<file path="src/rtl/ram_sp_port_ctrl.sv">
// ram_sp_port_ctrl
// Initiator-side controller for a single-port, write-first block RAM with
// byte enables. Accepts a valid/ready request stream, issues RAM port cycles,
// tracks read latency with a valid shift pipe, and returns read data through a
// first-word-fall-through response FIFO. Request acceptance is credit based:
// reads in flight plus queued responses never exceed the FIFO depth, so a
// returning read always finds room.
// Optional feature macro: RAM_SP_PORT_CTRL_STAT_EN adds o_stat_wr_cnt and
// o_stat_rd_cnt (accepted writes / popped read responses, 16-bit wrapping).

module ram_sp_port_ctrl #(
  parameter int WORD_BIT_WIDTH = 32,
  parameter int DEPTH          = 256,
  parameter int READ_LATENCY   = 1,
  parameter int RSP_FIFO_DEPTH = 4,
  parameter int INIT_CLEAR     = 1
) (
  input  logic                        i_clk,
  input  logic                        i_async_rst_n,
  input  logic                        i_req_valid,
  output logic                        o_req_ready,
  input  logic                        i_req_we,
  input  logic [$clog2(DEPTH)-1:0]    i_req_word_addr,
  input  logic [WORD_BIT_WIDTH-1:0]   i_req_data,
  input  logic [WORD_BIT_WIDTH/8-1:0] i_req_byte_en,
  output logic                        o_rsp_valid,
  input  logic                        i_rsp_ready,
  output logic [WORD_BIT_WIDTH-1:0]   o_rsp_data,
  output logic                        o_ram_we,
  output logic [$clog2(DEPTH)-1:0]    o_ram_word_addr,
  output logic [WORD_BIT_WIDTH-1:0]   o_ram_data,
  output logic [WORD_BIT_WIDTH/8-1:0] o_ram_byte_en,
  input  logic [WORD_BIT_WIDTH-1:0]   i_ram_data,
  output logic                        o_busy
`ifdef RAM_SP_PORT_CTRL_STAT_EN
  ,
  output logic [15:0]                 o_stat_wr_cnt,
  output logic [15:0]                 o_stat_rd_cnt
`endif
);

  localparam int AW = $clog2(DEPTH);
  localparam int PW = $clog2(RSP_FIFO_DEPTH);
  localparam int CW = PW + 1;

  // Reject illegal configurations at elaboration time.
  if (WORD_BIT_WIDTH < 8 || (WORD_BIT_WIDTH & (WORD_BIT_WIDTH - 1)) != 0) begin : g_bad_width
    $error("WORD_BIT_WIDTH must be a power of 2 and at least 8");
  end
  if (DEPTH < 2 || (DEPTH & (DEPTH - 1)) != 0) begin : g_bad_depth
    $error("DEPTH must be a power of 2 and at least 2");
  end
  if (READ_LATENCY != 1 && READ_LATENCY != 2) begin : g_bad_latency
    $error("READ_LATENCY must be 1 or 2");
  end
  if (RSP_FIFO_DEPTH < READ_LATENCY + 1 || (RSP_FIFO_DEPTH & (RSP_FIFO_DEPTH - 1)) != 0) begin : g_bad_fifo
    $error("RSP_FIFO_DEPTH must be a power of 2 and at least READ_LATENCY+1");
  end
  if (INIT_CLEAR != 0 && INIT_CLEAR != 1) begin : g_bad_init
    $error("INIT_CLEAR must be 0 or 1");
  end

  typedef enum logic {
    ST_INIT = 1'b0,
    ST_RUN  = 1'b1
  } state_t;

  localparam state_t RESET_STATE = (INIT_CLEAR != 0) ? ST_INIT : ST_RUN;

  state_t                    state_q, state_d;
  logic [AW-1:0]             init_cnt_q;
  logic [READ_LATENCY-1:0]   rd_pipe_q;
  logic [WORD_BIT_WIDTH-1:0] fifo_mem [RSP_FIFO_DEPTH];
  logic [PW-1:0]             wr_ptr_q, rd_ptr_q;
  logic [CW-1:0]             fifo_cnt_q;
  logic [CW:0]               inflight_cnt;
  logic [CW:0]               credit_used;
  logic                      credit_ok;
  logic                      req_fire, rd_fire, fifo_push, fifo_pop;

  // Count reads still travelling through the latency pipe.
  always_comb begin
    // NOTE: every always_comb output gets a default first, so no path can leave it unassigned and infer a latch.
    inflight_cnt = '0;
    for (int i = 0; i < READ_LATENCY; i++) begin
      inflight_cnt = inflight_cnt + (CW + 1)'(rd_pipe_q[i]);
    end
  end

  assign credit_used = inflight_cnt + {1'b0, fifo_cnt_q};
  assign credit_ok   = credit_used < (CW + 1)'(RSP_FIFO_DEPTH);
  assign req_fire    = i_req_valid && o_req_ready;
  assign rd_fire     = req_fire && !i_req_we;
  assign fifo_push   = rd_pipe_q[READ_LATENCY-1];
  assign fifo_pop    = o_rsp_valid && i_rsp_ready;

  // State register and fill counter.
  always_ff @(posedge i_clk or negedge i_async_rst_n) begin
    // NOTE: sequential state uses non-blocking assignments so every register samples pre-edge values.
    if (!i_async_rst_n) begin
      state_q    <= RESET_STATE;
      init_cnt_q <= '0;
    end else begin
      state_q <= state_d;
      if (state_q == ST_INIT) begin
        init_cnt_q <= init_cnt_q + AW'(1);
      end
    end
  end

  // Next state plus RAM port and handshake drive.
  always_comb begin
    state_d         = state_q;
    o_req_ready     = 1'b0;
    o_ram_we        = 1'b0;
    o_ram_word_addr = '0;
    o_ram_data      = '0;
    o_ram_byte_en   = '0;
    // The port is held quiet while reset is asserted; gating on the raw reset
    // lets the first edge after release already perform the address-0 fill.
    if (i_async_rst_n) begin
      case (state_q)
        ST_INIT: begin
          o_ram_we        = 1'b1;
          o_ram_byte_en   = '1;
          o_ram_word_addr = init_cnt_q;
          if (init_cnt_q == AW'(DEPTH - 1)) begin
            state_d = ST_RUN;
          end
        end
        default: begin
          o_req_ready     = credit_ok;
          o_ram_we        = i_req_valid && credit_ok && i_req_we;
          o_ram_word_addr = i_req_word_addr;
          o_ram_data      = i_req_data;
          o_ram_byte_en   = o_ram_we ? i_req_byte_en : '0;
        end
      endcase
    end
  end

  assign o_busy = (state_q == ST_INIT);

  // Read-valid shift pipe matching the RAM read latency.
  always_ff @(posedge i_clk or negedge i_async_rst_n) begin
    if (!i_async_rst_n) begin
      rd_pipe_q <= '0;
    end else begin
      rd_pipe_q[0] <= rd_fire;
      for (int i = 1; i < READ_LATENCY; i++) begin
        rd_pipe_q[i] <= rd_pipe_q[i-1];
      end
    end
  end

  // Response FIFO storage.
  always_ff @(posedge i_clk) begin
    // NOTE: the data array has no reset; validity comes solely from fifo_cnt_q.
    if (fifo_push) begin
      fifo_mem[wr_ptr_q] <= i_ram_data;
    end
  end

  // Response FIFO pointers and occupancy.
  always_ff @(posedge i_clk or negedge i_async_rst_n) begin
    if (!i_async_rst_n) begin
      wr_ptr_q   <= '0;
      rd_ptr_q   <= '0;
      fifo_cnt_q <= '0;
    end else begin
      if (fifo_push) wr_ptr_q <= wr_ptr_q + PW'(1);
      if (fifo_pop)  rd_ptr_q <= rd_ptr_q + PW'(1);
      case ({fifo_push, fifo_pop})
        2'b10:   fifo_cnt_q <= fifo_cnt_q + CW'(1);
        2'b01:   fifo_cnt_q <= fifo_cnt_q - CW'(1);
        default: fifo_cnt_q <= fifo_cnt_q;
      endcase
    end
  end

  assign o_rsp_valid = (fifo_cnt_q != '0);
  assign o_rsp_data  = fifo_mem[rd_ptr_q];

`ifdef RAM_SP_PORT_CTRL_STAT_EN
  // Accepted-write and popped-response statistics; fill writes never handshake.
  always_ff @(posedge i_clk or negedge i_async_rst_n) begin
    if (!i_async_rst_n) begin
      o_stat_wr_cnt <= '0;
      o_stat_rd_cnt <= '0;
    end else begin
      if (req_fire && i_req_we) o_stat_wr_cnt <= o_stat_wr_cnt + 16'd1;
      if (fifo_pop)             o_stat_rd_cnt <= o_stat_rd_cnt + 16'd1;
    end
  end
`endif

endmodule
</file>
<file path="config.mk">
export PLATFORM = sky130hd
export DESIGN_NAME = ram_sp_port_ctrl
export DESIGN_NICKNAME = d
export VERILOG_FILES = /design/src/rtl/ram_sp_port_ctrl.sv
export SDC_FILE = /design/constraint.sdc
export NUM_CORES = 1
export LEC_CHECK = 0
export BUFFER_PORTS_ARGS = -buffer_cell sky130_fd_sc_hd__buf_4
export CAP_MARGIN = 10
export CORE_MARGIN = 2
export CORE_UTILIZATION = 47
export DETAILED_ROUTE_END_ITERATION = 7
export PLACE_DENSITY = 0.72
export SYNTH_ARGS = -nofsm -noshare
export SYNTH_HDL_FRONTEND = slang
export SYNTH_SLANG_ARGS = --single-unit
</file>
<file path="constraint.sdc">
create_clock -name i_clk -period 1.96 [get_ports i_clk]
set_clock_uncertainty 0.05 [all_clocks]
set_input_delay 0.196 -clock i_clk [delete_from_list [all_inputs] [get_ports i_clk]]
set_output_delay 0.196 -clock i_clk [all_outputs]
set_load 0.1 [all_outputs]
</file>
==> metrics.log <==
[metrics] number of max-cap violations: 0
[metrics] pin count of the biggest net entering global routing: 49
[metrics] violated checks: negative setup slack
[metrics] Critical Path End Type: output pin
[metrics] Leakage Power: 3.50 nW
[metrics] areal power density over the cells: 1520 mW/mm^2
[metrics] part of the total power dissipated in sequential elements: 0.279
[metrics] Hold Worst Slack: 18.8 ps
[metrics] post-layout power: 13.1 mW
[metrics] Detail Route Antenna Nets: 0
[metrics] total of endpoints with negative setup slack in the final report: 27
[metrics] Starting Density: 0.476
[metrics] final worst slack: -128 ps
[metrics] maximum number of buffers from clock root to sink: 2
[metrics] Total Wirelength: 12600 microns
[metrics] number of distinct library cells after synthesis: 32
[metrics] count of routing violations after the opening detailed-route iteration: 271
[metrics] quantity of I/O buffers inserted on ports: 160
[metrics] number of global-route vias before repair: 3700
[metrics] post-layout minimum cycle time: 2090 ps
[metrics] overall routing resource usage: 0.187
[metrics] layout-stage area growth over the synthesis result: 46.1%
[metrics] sequential share of the synthesized area: 0.720
[metrics] top library cells by usage in the layout, fill and taps aside: buf_4, edfxtp_1, dlygate4sd3_1
[metrics] share of post-route cells with drive strength above 1: 0.496
[metrics] via-per-instance ratio: 5.08
[metrics] category of the critical setup timing path: reg -> out
[metrics] share of power burned in the clock network: 0.254
[metrics] area enclosed by the die boundary: 0.0135 sq mm
[metrics] post-synthesis area per instance: 19.5 sq um
[metrics] TritonRoute pass-1 iters: 4
[metrics] total placed cells including tap cells: 628
[metrics] Slew Viols, Final: 0
[metrics] library cell used as clock root buffer: clkbuf_16
[metrics] class of the most critical hold timing path: in -> reg
[metrics] Slew headroom: 0.415
[metrics] Layout Cells excl Fill: 704
[metrics] placed wire-length estimate after detailed placement: 7720 microns
[metrics] final worst path period share: 1.07
[metrics] internal power of the cells: 7.69 mW
[metrics] buffers and inverters on the worst path: 3
[metrics] setup repair after global routing missed its margin: yes
[metrics] cell area after technology mapping: 0.00593 sq mm
[metrics] post-route cell area: 0.00866 sq mm
[metrics] arrival time reported for the critical path endpoint: 1840 ps
[metrics] cells along the critical path: buf_12 -> buf_12 -> mux4_2 -> buf_6
[metrics] NumNets Final: 607
[metrics] top cell family by delay on the critical path: multiplexers
[metrics] synthesis warning total: 0
[metrics] Worst VDD drop: 0.732 mV
[metrics] run status: finished, violations left
[metrics] residual DRC count: 0
[metrics] height of the chip: 116 microns
[metrics] worst skew pair latency: 410 ps
[metrics] Antenna Cells: 0
[metrics] number of sinks handled by clock tree synthesis: 145
[metrics] top area cells in the synthesized netlist: edfxtp_1, mux4_2, dfrtp_1
[metrics] last weighted congestion value of the routability-driven placer: 0.766
[metrics] fmax: 479 MHz
[metrics] Final Hold Viols: 0
[metrics] Cells after Synth: 304
[metrics] Worst Max-Slew Pin Slew: 877 ps
[metrics] combinational power share: 0.467
[metrics] most frequent standard cell in the layout excluding fill and tap cells: buf_4
[metrics] depth of the CTS H-tree: 4
[metrics] area post-placement: 0.00741 sq mm
[metrics] clock tree from TritonCTS: yes
[metrics] antenna violations before repair: 0
[metrics] Yosys top cell area share: 0.648
[metrics] critical path's slowest cell: mux4_2
[metrics] clock slew seen by the registers of the worst setup and hold paths: 60 ps
[metrics] CTS Buf Count: 17
[metrics] Required @ worst endpoint: 1710 ps
[metrics] register bit total from synthesis: 145
[metrics] horizontal extent of the die: 116 microns
[metrics] sum of overflow across all layers after global routing: 0
[metrics] element type at the critical path start: flip-flop
[metrics] count of vias placed by the detailed router: 3575
[metrics] post-detailed-route wirelength per cell: 17.9 microns
[metrics] worst stage delay on the critical path: 540 ps
[metrics] standard-cell rows: 41
[metrics] number of nets in the synthesized netlist: 392
[metrics] IO Pins: 161
[metrics] top fanout value on the critical path: 7
[metrics] first-pass GRT wire length: 18500 microns
[metrics] switching share of power: 0.415
[metrics] area of the core: 0.0125 sq mm
[metrics] cell repeated most along the worst path: buf_12
[metrics] switching power: 5.46 mW
[metrics] cell taking the most area after synthesis: edfxtp_1
==> layout make-up <==
class / count / area (sq um)
fill: 808 / 3800
multi-input combinational: 133 / 1520
clock buffer: 19 / 433
clock inverter: 13 / 185
sequential: 145 / 4270
timing repair buffer: 215 / 2010
inverter: 7 / 26.3
tap: 172 / 215
==> cells by family (layout without fill, tap and decap cells) <==
family                     count (synthesis)  in the layout  synth area share
DFF                                      145            145             0.720
and+or+nand+nor                           63             63            0.0662
xor gates and xnor gates                  13             13            0.0192
adders and majority gates                  7              7            0.0160
AOI/OAI and AO/OA                          8              8            0.0103
muxes                                     42             42             0.141
buffers and inverters                     26            254            0.0274
==> worst paths after layout <==
kind	depth (start not counted)	end	startpoint	slack [ps]
worst max-delay path	4	o_rsp_data[25]	rd_ptr_q[0]	-130
worst min-delay path	2	fifo_push	i_req_we	20
worst max register to register	7	fifo_cnt_q[2]	fifo_cnt_q[2]	170
worst min register to register	1	init_cnt_q[5]	init_cnt_q[5]	460
max in group asynchronous	3	fifo_cnt_q[0]	i_async_rst_n	1060
min in group asynchronous	3	state_q	i_async_rst_n	80
==> metal layers <==
| layer | up-vias | global-route usage | wire [microns] |
|---|---|---|---|
| li1 | 1641 | - | - |
| met1 | 1777 | 0.218 | 4950 |
| met2 | 144 | 0.330 | 6630 |
| met3 | 13 | 0.0602 | 892 |
| met4 | 0 | 0.0595 | 158 |
| met5 | - | 0 | 0 |
==> power groups by stage <==
stage	Sequential (mW)	Clock, mW	Combinational, mW
floorplan	3.68	0	4.59
global placement	3.71	0	5.46
detailed placement	3.73	0	5.49
CTS	3.67	3.40	5.91
global route	3.68	3.54	6.37
finish	3.66	3.34	6.14
==> Yosys cell counts <==
| library cell | count |
|---|---|
| fa_1 | 1 |
| dfrtp_1 | 17 |
| nand2_1 | 3 |
| nand2b_1 | 1 |
| edfxtp_1 | 128 |
| and3b_1 | 2 |
| buf_6 | 1 |
| nor2b_1 | 9 |
| nand3_1 | 1 |
| o21ai_0 | 2 |
| a31o_2 | 3 |
| inv_1 | 7 |
| o31a_1 | 1 |
| buf_12 | 3 |
| buf_2 | 7 |
| or3_1 | 1 |
| xor2_1 | 6 |
| mux2_2 | 1 |
| and2_1 | 4 |
| xnor2_1 | 7 |
| and3_1 | 32 |
| nand4_1 | 4 |
| mux4_1 | 4 |
| clkbuf_1 | 8 |
| and4b_1 | 2 |
| o21a_1 | 1 |
| a31o_1 | 1 |
| mux2i_1 | 9 |
| mux4_2 | 28 |
| ha_1 | 6 |
| nor2_1 | 3 |
| nand4b_1 | 1 |
==> per-stage QoR <==
step            util  setup WS [ps]  setup TNS [ps]
2_1_floorplan      -          -58.0           -58.0
3_3_place_gp   0.594            209               0
3_5_place_dp   0.594            152               0
4_1_cts        0.685           -138           -2600
5_1_grt        0.695           -173           -4000
6_report       0.695           -128           -2570
==> repair_timing <==
action	CTS	global route
gates resized for setup	45	10
hold buffers	35	0
endpoints found under the setup margin	37	38
gates cloned	0	2
hold endpoints to repair	141	0
pin swaps	0	3
buffers inserted	1	6
==> state kept, by name, summed over array words and instances (netlist names) <==
name,count
state_q,1
fifo_cnt_q,3
wr_ptr_q,2
fifo_push,1
fifo_mem,128
init_cnt_q,8
rd_ptr_q,2
No activity file was read; power rests on OpenSTA's default activity.
